===== src/rtl/matrix_pkg.sv =====
// ============================================================================
// Module      : matrix_pkg
// Description : Shared dimension defaults and width helpers for the matrix
//               multiplier datapath and its downstream stages.
// Revision    : 1.0 - initial release
// ============================================================================
`default_nettype none

package matrix_pkg;

    localparam int DATA_WIDTH_DEF       = 8;
    localparam int A_ROWS_DEF           = 8;
    localparam int B_COLUMNS_DEF        = 5;
    localparam int A_COLUMNS_B_ROWS_DEF = 4;

    // Index width that never collapses to zero bits (a 1-entry range still needs a wire).
    function automatic int clog2_min1(input int value);
        return ($clog2(value) < 1) ? 1 : $clog2(value);
    endfunction

    // Width of a dot-product result: a full product plus growth for the accumulation.
    function automatic int result_width(input int data_width, input int inner_dim);
        return 2 * data_width + clog2_min1(inner_dim);
    endfunction

endpackage

`default_nettype wire


===== src/rtl/matrix_index_counter.sv =====
// ============================================================================
// Module      : matrix_index_counter
// Description : Row-major (row, col) walker with column wrap into the next row.
//               Clear has priority over advance.
// Revision    : 1.0 - initial release
// ============================================================================
`default_nettype none

module matrix_index_counter
    import matrix_pkg::*;
#(
    parameter int ROWS  = A_ROWS_DEF,
    parameter int COLS  = B_COLUMNS_DEF,
    parameter int ROW_W = clog2_min1(ROWS),
    parameter int COL_W = clog2_min1(COLS)
) (
    input  logic             clk_i,
    input  logic             reset_i,
    input  logic             clear_i,
    input  logic             advance_i,
    output logic [ROW_W-1:0] row_o,
    output logic [COL_W-1:0] col_o,
    output logic             last_o
);

    logic [ROW_W-1:0] r_row;
    logic [COL_W-1:0] r_col;
    logic             w_col_end;
    logic             w_row_end;

    assign w_col_end = (r_col == COL_W'(COLS - 1));
    assign w_row_end = (r_row == ROW_W'(ROWS - 1));

    // Step through the matrix; the final position wraps back to the origin.
    always_ff @(posedge clk_i or posedge reset_i) begin
        if (reset_i) begin
            r_row <= '0;
            r_col <= '0;
        end else if (clear_i) begin
            r_row <= '0;
            r_col <= '0;
        end else if (advance_i) begin
            if (w_col_end) begin
                r_col <= '0;
                r_row <= w_row_end ? '0 : r_row + 1'b1;
            end else begin
                r_col <= r_col + 1'b1;
            end
        end
    end

    assign row_o  = r_row;
    assign col_o  = r_col;
    assign last_o = w_row_end && w_col_end;

endmodule

`default_nettype wire


===== src/rtl/matrix_result_serializer.sv =====
// ============================================================================
// Module      : matrix_result_serializer
// Description : Captures a parallel result matrix and streams its elements in
//               row-major order over valid/ready with row/col tags and last.
//               Results arriving while busy are dropped (sticky overflow).
// Revision    : 1.0 - initial release
// ============================================================================
`default_nettype none

module matrix_result_serializer
    import matrix_pkg::*;
#(
    parameter int DATA_WIDTH = result_width(DATA_WIDTH_DEF, A_COLUMNS_B_ROWS_DEF),
    parameter int A_ROWS     = A_ROWS_DEF,
    parameter int B_COLUMNS  = B_COLUMNS_DEF,
    parameter int ROW_W      = clog2_min1(A_ROWS),
    parameter int COL_W      = clog2_min1(B_COLUMNS)
) (
    input  logic                  clk_i,
    input  logic                  reset_i,
    input  logic                  valid_i,
    input  logic [DATA_WIDTH-1:0] c_i [0:A_ROWS*B_COLUMNS-1],
    output logic                  ready_o,
    output logic                  valid_o,
    input  logic                  ready_i,
    output logic [DATA_WIDTH-1:0] data_o,
    output logic [ROW_W-1:0]      row_o,
    output logic [COL_W-1:0]      col_o,
    output logic                  last_o,
    output logic                  overflow_o
);

    localparam int N = A_ROWS * B_COLUMNS;

    typedef enum logic [0:0] {
        S_IDLE   = 1'b0,
        S_STREAM = 1'b1
    } state_t;

    state_t                r_state;
    logic [DATA_WIDTH-1:0] r_buf [0:N-1];
    logic                  r_overflow;

    logic                  w_handshake;
    logic                  w_final_hs;
    logic                  w_capture;
    logic                  w_cnt_last;

    assign valid_o     = (r_state == S_STREAM);
    assign w_handshake = valid_o && ready_i;
    assign w_final_hs  = w_handshake && w_cnt_last;
    // The buffer frees up in the same cycle its last element is taken.
    assign ready_o     = (r_state == S_IDLE) || w_final_hs;
    assign w_capture   = valid_i && ready_o;

    // Counter rewinds on a fresh capture or once the stream completes, so an idle
    // block always reports position (0, 0).
    matrix_index_counter #(
        .ROWS  (A_ROWS),
        .COLS  (B_COLUMNS),
        .ROW_W (ROW_W),
        .COL_W (COL_W)
    ) u_index (
        .clk_i     (clk_i),
        .reset_i   (reset_i),
        .clear_i   (w_capture || w_final_hs),
        .advance_i (w_handshake && !w_cnt_last),
        .row_o     (row_o),
        .col_o     (col_o),
        .last_o    (w_cnt_last)
    );

    // Sequencing: a capture always (re)starts the stream, otherwise the final handshake ends it.
    always_ff @(posedge clk_i or posedge reset_i) begin
        if (reset_i) begin
            r_state <= S_IDLE;
        end else if (w_capture) begin
            r_state <= S_STREAM;
        end else if (w_final_hs) begin
            r_state <= S_IDLE;
        end
    end

    // Result buffer: whole matrix loads only when the block is able to accept it.
    always_ff @(posedge clk_i or posedge reset_i) begin
        if (reset_i) begin
            for (int k = 0; k < N; k++) begin
                r_buf[k] <= '0;
            end
        end else if (w_capture) begin
            for (int k = 0; k < N; k++) begin
                r_buf[k] <= c_i[k];
            end
        end
    end

    // Sticky drop flag; only reset clears it.
    always_ff @(posedge clk_i or posedge reset_i) begin
        if (reset_i) begin
            r_overflow <= 1'b0;
        end else if (valid_i && !ready_o) begin
            r_overflow <= 1'b1;
        end
    end

    generate
        if (N == 1) begin : g_single
            assign data_o = r_buf[0];
        end else begin : g_multi
            localparam int IDX_W = clog2_min1(N);
            logic [IDX_W-1:0] w_idx;
            assign w_idx  = IDX_W'(row_o) * IDX_W'(B_COLUMNS) + IDX_W'(col_o);
            assign data_o = r_buf[w_idx];
        end
    endgenerate

    assign last_o     = valid_o && w_cnt_last;
    assign overflow_o = r_overflow;

endmodule

`default_nettype wire


===== config.mk =====
export PLATFORM = sky130hd
export DESIGN_NAME = matrix_result_serializer
export DESIGN_NICKNAME = d
export VERILOG_FILES = /design/src/rtl/matrix_pkg.sv /design/src/rtl/matrix_index_counter.sv /design/src/rtl/matrix_result_serializer.sv
export SDC_FILE = /design/constraint.sdc
export NUM_CORES = 1
export LEC_CHECK = 0
export CAP_MARGIN = 20
export CORE_AREA = 2 2 291 293
export DETAILED_ROUTE_END_ITERATION = 12
export DIE_AREA = 0 0 293 295
export PLACE_DENSITY = 0.66
export RECOVER_POWER = 50
export REMOVE_ABC_BUFFERS = 1
export SLEW_MARGIN = 5
export SYNTH_ARGS = -nofsm -noshare
export SYNTH_HDL_FRONTEND = slang
export SYNTH_SLANG_ARGS = --single-unit

===== constraint.sdc =====
create_clock -name clk_i -period 29.2 [get_ports clk_i]
set_input_delay 5.84 -clock clk_i [delete_from_list [all_inputs] [get_ports clk_i]]
set_output_delay 5.84 -clock clk_i [all_outputs]
set_load 0.05 [all_outputs]

==> run_results.csv <==
group,metric,value,unit
run_status,outcome,"finished with violations",
run_status,failed_checks,"max-capacitance violations, max-slew violations",
synthesis,syn_area,33400,sq um
clock_network,clock_sink_count,728,
final_layout,ff_latch_area,18200,sq um
synthesis,synth.distinct_cells,41,
clock_network,clk_pin_slew,0.06,ns
clock_network,cts_max_level,3,
detailed_routing,vias_per_cell,5.41,
worst_setup_path,crit_type,"input pin to asynchronous set/reset pin",
detailed_routing,drc_errors,0,
power,p_leak,0.0190,uW
grt,antenna_found_initial,58,
synthesis,yosysSeqAreaShare,0.546,
detailed_routing,drtIter0Drc,1063,
power,switching_share,0.418,
power,clkPwrFrac,0.229,
worst_setup_path,cp_data_arrival_time,18.60,ns
die,core,83200,sq um
detailed_routing,wirelength,106000,microns
synthesis,ys_seq_elements,728,
final_layout,fin_area,44900,sq um
worst_setup_path,required,29.41,ns
final_layout,multi_input_area,14400,sq um
sta,finalCritPeriodShare,0.630,
power,irDropWorstVdd,0.119,mV
synthesis,synth_flop_cell,"dfrtp_1",
sta,tightest_slew,7.85,ns
place,dp_hpwl,75500,microns
synthesis,yosysWarnings,0,
detailed_routing,num_vias,22200,
sta,relSlewSlack,-4.23,
die,rows,106,
die,die_h,295,microns
sta,rsz0062_at_grt,"false",
grt,grt_pass1_wl,156000,microns
clock_network,cts_resized,0,
clock_network,cts-buffers-inserted,85,
place,dpl-instance-area,41800,sq um
place,port_buffers,751,
sta,hold_viol,0,
worst_setup_path,startpoint_type,"input pin",
final_layout,mostFrequentLayoutCell,"clkdlybuf4s50_1",
place,gp_congestion,0.831,
synthesis,syn_area_per_cell,15.1,sq um
final_layout,most-common-layout-cells,"clkdlybuf4s50_1 (741), mux2_2 (740), dfrtp_1 (728)",
worst_setup_path,path_max_fanout,150,
synthesis,synth-edff-count,0,
die,fp.dieArea,86400,sq um
sta,finalSetupViolations,0,
sta,slew_violations,614,
detailed_routing,antenna_left,0,
final_layout,fin_nets,3660,
sta,tns,0,ns
power,power_density,110,nW/um^2
sta,max_freq,0.0544,GHz
worst_hold_path,hold_class,"register to register",
power,pwr-share-seq,0.242,
die,die_w,293,microns
job,drv_cap,8,
grt,grt_overflow,0,
final_layout,drive_above_1_share,0.336,
detailed_routing,first_pass_iters,4,
clock_network,cts_tree,"yes",
power,p_sw,2070,uW
clock_network,clock_path_buffers,3,
clock_network,holdBufCountCts,0,
clock_network,cts_root_buf,"clkbuf_16",
die,initial_core_util,0.401,
detailed_routing,wl_per_cell,26.0,microns
sta,fin_crit,18.39,ns
clock_network,clkLatencyLatePin,0.64,ns
synthesis,netlist_instances,2210,
worst_setup_path,end_kind,"asynchronous set/reset pin",
grt,grt_start_max_net_pins,175,
final_layout,area_delta_synth_final,34.5,%
grt,gr-usage-all-layers,0.243,
sta,finClkSkew,0.0293,ns
clock_network,post_cts.repair.setup_buffers,0,
grt,grt_pass1_vias,24300,
power,p_comb_frac,0.529,
power,internal-power,2880,uW
synthesis,ys_async_sr_fraction,1.00,
final_layout,fillerInstances,6832,
die,num_io_pins,752,
routing by layer:
metal	routed length [microns]	track usage	vias up
li1	-	-	9780
met1	42200	0.291	11400
met2	52100	0.406	684
met3	8870	0.0865	199
met4	2870	0.0819	60
met5	393	0	-
registers in the layout, summed over array words and instances, names as in the netlist:
signal / flops
overflow_o: 1
u_index.row_o: 3
r_buf: 720
valid_o: 1
u_index.col_o: 3
kinds of logic after synthesis:
kind of cell	after synthesis	share of synthesized area
xor+xnor	4	0.00150
mux	1012	0.358
compound gates	215	0.0502
flops	728	0.546
simple gates	68	0.0117
fa+ha+maj	14	0.00547
buf+inv	169	0.0270
synthesized netlist by cell type (3+ instances only):
cell,count,share of area
mux2_2,740,0.25
dfrtp_1,728,0.55
mux2i_1,200,0.060
buf_2,106,0.016
mux4_2,72,0.049
a221oi_1,70,0.018
a22o_1,36,0.0094
nor2b_1,36,0.0067
a211oi_1,34,0.0076
clkbuf_1,28,0.0031
a21oi_1,23,0.0034
buf_4,22,0.0049
o22ai_1,19,0.0036
a2111oi_0,15,0.0039
ha_1,13,0.0049
nand2_1,11,0.0012
buf_6,7,0.0024
o21ai_0,6,0.00090
a22oi_1,5,0.0011
inv_1,4,0.00045
nor2_1,4,0.00045
and3_1,3,0.00056
nand2b_1,3,0.00056
stage by stage:
step | cells | total power, uW | hold slack [ns] | util | setup slack [ns]
detailed placement | 3912 | 3880 | 0.487 | 0.503 | 15.79
global route | 4089 | 5190 | 0.509 | 0.539 | 8.05
finish | 4099 | 4950 | 0.495 | 0.540 | 10.81
CTS | 4067 | 5030 | 0.499 | 0.539 | 15.79
floorplan | 2045 | 3290 | 0.473 | - | 2.94
global placement | 3912 | 3860 | 0.473 | 0.503 | 15.78
layout make-up:
type / instances / area share
Clock inverter: 36 / 0.0115
Multi-Input combinational cell: 1313 / 0.320
Timing Repair Buffer: 790 / 0.174
Sequential cell: 728 / 0.406
Clock buffer: 119 / 0.0561
Antenna cell: 29 / 0.00162
Tap cell: 1080 / 0.0301
Inverter: 4 / 0.000362
power by group through the flow:
stage	Clock, uW	Sequential [uW]	Combinational, uW
detailed placement	0	1210	2670
global route	1200	1210	2780
CTS	1160	1200	2680
finish	1130	1200	2620
global placement	0	1200	2650
floorplan	0	1200	2080
path summary, 6_finish.rpt:
check	from	to	slack, ns	depth (start not counted)
min in group asynchronous	reset_i	r_buf[231]	7.29	2
setup / recovery	reset_i	r_buf[461]	10.81	5
max in group clk_i	ready_i	r_buf[347]	15.34	10
setup reg to reg	u_index.row_o[0]	r_buf[347]	20.36	11
hold / removal	overflow_o	overflow_o	0.49	1
hold reg to reg	overflow_o	overflow_o	0.49	1
worst max-delay path: stages:
cell and delay, ns:
dlygate4sd3_1 0.54, clkinvlp_2 2.98, clkbuf_1 5.56, clkbuf_1 1.67, clkbuf_1 1.82
(Power assumes the default switching activity.)
